### config.mk
export PLATFORM = sky130hd
export DESIGN_NAME = digit_serial_subtractor
export DESIGN_NICKNAME = d
export VERILOG_FILES = /design/src/rtl/digit_serial_subtractor.sv
export SDC_FILE = /design/constraint.sdc
export NUM_CORES = 1
export LEC_CHECK = 0
export ABC_AREA = 1
export CAP_MARGIN = 20
export CORE_MARGIN = 2
export CORE_UTILIZATION = 55
export CTS_CLUSTER_DIAMETER = 50
export DETAILED_ROUTE_END_ITERATION = 8
export DONT_BUFFER_PORTS = 1
export PLACE_DENSITY = 0.7
export SLEW_MARGIN = 15
export SYNTH_ARGS = -nofsm -noshare
export SYNTH_HDL_FRONTEND = slang
export SYNTH_SLANG_ARGS = --single-unit
### constraint.sdc
create_clock -name clk -period 7.44 [get_ports clk]
set_input_delay 1.488 -clock clk [delete_from_list [all_inputs] [get_ports clk]]
set_output_delay 1.488 -clock clk [all_outputs]
set_load 0.02 [all_outputs]
### src/rtl/digit_serial_subtractor.sv
// Digit-serial ripple-borrow subtractor: diff = (a - b - bin) mod 2^SIZE, one DIGIT-bit digit per
// clock, LSB digit first, with valid/ready handshakes on operands and result.
module digit_serial_subtractor #(
  parameter int unsigned SIZE  = 16,
  parameter int unsigned DIGIT = 4
) (
  input  logic            clk,
  input  logic            rst,
  input  logic            in_valid,
  output logic            in_ready,
  input  logic [SIZE-1:0] a,
  input  logic [SIZE-1:0] b,
  input  logic            bin,
  output logic            out_valid,
  input  logic            out_ready,
  output logic [SIZE-1:0] diff,
  output logic            bout,
  output logic            ovf
);

  localparam int unsigned N    = SIZE / DIGIT;
  localparam int unsigned CntW = (N > 1) ? $clog2(N) : 1;
  localparam logic [CntW-1:0] CntLast = CntW'(N - 1);

  typedef enum logic [1:0] {StIdle, StRun, StDone} state_e;

  state_e            state_q, state_d;
  logic [SIZE-1:0]   a_q, a_d, b_q, b_d, diff_q, diff_d;
  logic [CntW-1:0]   cnt_q, cnt_d;
  logic              borrow_q, borrow_d, bout_q, bout_d, ovf_q, ovf_d;

  logic [31:0]       base;
  logic [DIGIT-1:0]  a_dig, b_dig;
  logic [DIGIT:0]    sub_full;
  logic              msb_borrow;

  assign base     = 32'(cnt_q) * DIGIT;
  assign a_dig    = a_q[base +: DIGIT];
  assign b_dig    = b_q[base +: DIGIT];
  assign sub_full = {1'b0, a_dig} - {1'b0, b_dig} - {{DIGIT{1'b0}}, borrow_q};
  // Sum bit = a ^ b ^ borrow-in, so the borrow into the MSB falls out of the result bit.
  assign msb_borrow = sub_full[DIGIT-1] ^ a_dig[DIGIT-1] ^ b_dig[DIGIT-1];

  assign in_ready  = (state_q == StIdle) && !rst;
  assign out_valid = (state_q == StDone);
  assign diff      = diff_q;
  assign bout      = bout_q;
  assign ovf       = ovf_q;

  always_comb begin
    state_d  = state_q;
    a_d      = a_q;
    b_d      = b_q;
    diff_d   = diff_q;
    cnt_d    = cnt_q;
    borrow_d = borrow_q;
    bout_d   = bout_q;
    ovf_d    = ovf_q;
    case (state_q)
      StIdle: begin
        if (in_valid) begin
          a_d      = a;
          b_d      = b;
          borrow_d = bin;
          cnt_d    = '0;
          diff_d   = '0;
          state_d  = StRun;
        end
      end
      StRun: begin
        diff_d[base +: DIGIT] = sub_full[DIGIT-1:0];
        borrow_d              = sub_full[DIGIT];
        cnt_d                 = cnt_q + 1'b1;
        if (cnt_q == CntLast) begin
          bout_d  = sub_full[DIGIT];
          ovf_d   = msb_borrow ^ sub_full[DIGIT];
          state_d = StDone;
        end
      end
      StDone: begin
        if (out_ready) state_d = StIdle;
      end
      default: state_d = StIdle;
    endcase
  end

  always_ff @(posedge clk) begin
    if (rst) begin
      state_q  <= StIdle;
      a_q      <= '0;
      b_q      <= '0;
      diff_q   <= '0;
      cnt_q    <= '0;
      borrow_q <= 1'b0;
      bout_q   <= 1'b0;
      ovf_q    <= 1'b0;
    end else begin
      state_q  <= state_d;
      a_q      <= a_d;
      b_q      <= b_d;
      diff_q   <= diff_d;
      cnt_q    <= cnt_d;
      borrow_q <= borrow_d;
      bout_q   <= bout_d;
      ovf_q    <= ovf_d;
    end
  end

endmodule

== Word level (Yosys, flattened, before mapping) ==
Index checks and enable logic that the tools add are counted.

* Flip-flop bits (word level): 55
* Input port bits: 37
* Output and inout bits: 20
* Word-level logic and storage cells: 44

* Add/subtract/negate cells: 4
* Eq/ne operators: 6
* Shift operators: 4
* Multiplexer cells: 11
* Bitwise gates (word level): 3
* Reductions and logical operators: 8

{| class="wikitable"
|+ Operators by type and width
! cell !! number
|-
| $neg 4->34 || 1
|-
| $shift 4x34->16 const A || 1
|-
| $shiftx 4x34->16 || 1
|-
| $pmux 16 s2 || 1
|-
| $shiftx 16x5->4 || 2
|-
| $bwmux 16 || 1
|-
| $mux 16 || 1
|-
| $mux 2 || 4
|-
| $pmux 2 s3 || 1
|-
| $reduce_and 2->1 || 3
|-
| $sub 4x4->5 || 1
|-
| $sub 5x1->5 || 1
|-
| $eq 2x2->1 const B || 2
|-
| $ne 2x2->1 const B || 2
|-
| $pmux 2 s2 || 1
|-
| $reduce_and 3->1 || 1
|-
| $xor 1x1->1 || 3
|-
| $add 2x1->2 const B || 1
|-
| $eq 2x1->1 const B || 1
|-
| $logic_not 2->1 || 1
|-
| $ne 2x1->1 const B || 1
|-
| $pmux 1 s2 || 1
|-
| $reduce_bool 2->1 || 1
|-
| $logic_and 1x1->1 || 1
|-
| other kinds (2) || 2
|}

== Longest topological paths before layout ==
* Depth after elaboration: 6
* Gate-level depth with buffers: 20

== Worst setup path after synthesis ==
OpenSTA, ideal clock, no wires.

* Path kind: input to output
* Start: input port rst
* End: output port in_ready
* Arrival time: 2.131 ns
* Data required time: 5.952 ns
* Path slack: 3.821 ns
* Stages on the path: 2
* Path through: clkbuf_1 -> nor3_1

* Word-level cells in the longest chain between the ends: 2

{| class="wikitable"
|+ Ends and longest elaborated chain
! item !! RTL line !! source
|-
| start: declaration || 8 || <nowiki>input logic rst,</nowiki>
|-
| $logic_not 1->1 || 44 || <nowiki>assign in_ready = (state_q == StIdle) && !rst;</nowiki>
|-
| $logic_and 1x1->1 || 44 ||
|-
| end: declaration || 10 || <nowiki>output logic in_ready,</nowiki>
|}

No other way between the ends.

== Worst setup path after layout ==
Ends and elaborated chain as after synthesis.

==> qor.yml <==
critical_path:
  critical_path_class: "input port to primary output"
  cp_top_family: "simple AND/OR/NAND/NOR gates"
  worstPathCellList: "nor3_1"
  reg2reg_to: "ovf"
  cpMaxStageDelayCell: "nor3_1"
  cp-endpoint: "in_ready"
  cp-start-kind: "input port"
  required_ns: 5.95
  critPathArrivalTime_ns: 2.02
  r2r_start: "cnt_q[0]"
  cp-startpoint: "rst"
  cp_max_fo: 56
  cpPeakStageDelay_ns: 0.51
  reg2reg_slack_ns: 4.40
  end_kind: "primary output"
  reg2regPathDepth: 17
  worstSetupPathDepth: 1
  crit_buf_inv: 0
sta:
  tightest_slew_ns: 0.8893
  clock-skew-final_ns: 0.006841
  timing.final.hold_violations: 0
  slew_viol_final: 0
  fmax_ghz: 0.2850
  finalSetupViolCount: 0
  rsz0062_at_grt: "no"
  max_slew_margin_pct: 40.65
  fin_crit_sh_pct: 47.16
  period_needed_ns: 3.509
  setup_slack_ns: 3.931
  tns_ns: 0
clock_tree:
  cts_resized: 0
  clkTransAtPathRegs_ns: 0.09
  cts_setup_buffers: 0
  postCtsHoldBufs: 0
  htreeDepth: 2
  cts_tree: "built"
  cts-buffers-inserted: 5
  clockBufferDepth: 2
  numClockSinks: 55
  clkLatencyLatePin_ns: 0.30
  root_buffer: "clkbuf_8"
route:
  antenna_left: 0
  drtIter0Drc: 137
  routed_wl_um: 5397
  dr.pass1.iters: 4
  wl_per_cell_um: 12.76
  vias: 2225
  drt-vias-per-instance: 5.260
  drc_errors: 0
power:
  p_clk_share_pct: 26.5
  intPower_mw: 0.4169
  p_per_area_nw_per_um2: 223.4
  vdd_drop_max_v: 0.00009577
  p_switching_mw: 0.1851
  switching_share_pct: 30.75
  combPwrFrac_pct: 20.0
  p_seq_share_pct: 53.6
  power_mw: 0.6020
  leakagePower_nw: 1.090
synth:
  yosysTopAreaCellShare_pct: 41.77
  ys_types: 29
  ys_seq_area_share_pct: 41.77
  ys_ff_latch: 55
  synth.avg_cell_area_um2: 6.956
  synth-edff-count: 0
  yosysWarnings: 0
  ys.flop_type: "dfxtp_1"
  synth_area_um2: 2636
  yosysTopAreaCell: "dfxtp_1"
  syn_nets: 426
  yosys-top-cells-count: "nand2_1, dfxtp_1, a21oi_1"
  synthCells: 379
  synth_most_common_cell: "nand2_1"
  ys_async_sr_fraction_pct: 0
  synth_area_leaders: "dfxtp_1, nand2_1, a21oi_1"
placement:
  numPortBuffers: 0
  place_ws_ns: 3.970
  gp_congestion: 0.7951
  postPlaceCellArea_um2: 2614
  place_inst: 415
  dp_hpwl_um: 3777
global_routing:
  grt_pass1_wl_um: 9232
  grt_usage_pct: 22.04
  antenna_found_initial: 0
  grt_pass1_vias: 2064
  overflow: 0
  grt_max_degree: 57
layout:
  stdcell_area_um2: 2695
  antenna_cells: 0
  drive_gt1_share_pct: 5.420
  area_growth_syn_to_layout_pct: 2.230
  stdcell_count: 423
  fin_nets: 415
run:
  cap_violations: 0
floorplanning:
  rows: 25
  dieArea_um2: 5363
  die_y_um: 73.24
  core_area_um2: 4661
  die_w_um: 73.24
  ios: 57
  start_util_pct: 56.56
hold_path:
  min_path_type: "flop to flop"
  hp-start: "b_q[6]"
status:
  outcome: "finished, final reports clean"
==> cells in the final DEF, fill, tap and decap left out, drive strengths merged <==
master and count:
a32oi 1, nor2 16, ha 8, o21ai 8
nor3 5, a32o 2, xor2 1, o22ai 2
fa 2, a211oi 2, buf 1, nand3 18
clkinv 1, inv 32, dfxtp 55, nand2 152
a31oi 1, clkbuf 7, a21oi 55
==> cell type report <==
class / count / area [µm²]
Fill cell: 514 / 1966
Multi-Input combinational cell: 273 / 1315
Sequential cell: 55 / 1101
Inverter: 32 / 122.6
Clock buffer: 7 / 76.32
Tap cell: 54 / 67.56
Timing Repair Buffer: 1 / 7.507
Clock inverter: 1 / 5.005
==> stage by stage <==
stage	hold WS, ns	utilization (%)
finish	0.4619	57.83
global placement	0.4469	56.08
floorplan	0.4413	-
detailed placement	0.4490	56.08
global route	0.4775	57.83
CTS	0.4628	57.83
==> power by group through the flow <==
| stage | clock network [mW] | registers, mW | logic, mW |
|---|---|---|---|
| floorplan | 0 | 0.324 | 0.106 |
| global placement | 0 | 0.329 | 0.117 |
| detailed placement | 0 | 0.329 | 0.120 |
| CTS | 0.164 | 0.322 | 0.121 |
| global route | 0.176 | 0.325 | 0.141 |
| finish | 0.159 | 0.322 | 0.120 |
==> layer usage <==
layer / wire length (µm) / GRT usage, % / part of all wire, % / vias up
li1: - / - / - / 1183
met5: 0 / 0 / 0 / -
met3: 280 / 4.282 / 5.2 / 8
met2: 2437 / 34.43 / 45 / 47
met4: 73 / 8.025 / 1.4 / 0
met1: 2606 / 30.18 / 48 / 987
==> state kept, by name, indices dropped and copies added, names as in the netlist <==
| signal | count |
|---|---|
| bout | 1 |
| state_q | 2 |
| b_q | 16 |
| a_q | 16 |
| ovf | 1 |
| cnt_q | 2 |
| borrow_q | 1 |
| diff | 16 |
==> kinds of logic after synthesis <==
| family | synth area share (%) |
|---|---|
| AO/OA/AOI/OAI | 14.62 |
| flip-flops | 41.77 |
| buffers and inverters | 8.353 |
| adder cells (fa/ha/maj) | 5.316 |
| AND/OR/NAND/NOR | 29.62 |
| XOR/XNOR | 0.3323 |
==> worst min-delay path by stage <==
stage	endpoint	slack, ns	cells after the start
after floorplan	a_q[4]	0.44	2
after global placement	b_q[6]	0.45	2
after detailed placement	b_q[6]	0.45	2
after CTS	b_q[6]	0.46	2
after global routing	b_q[8]	0.48	2
final	b_q[6]	0.46	2
No activity file was read; power rests on OpenSTA's default activity.
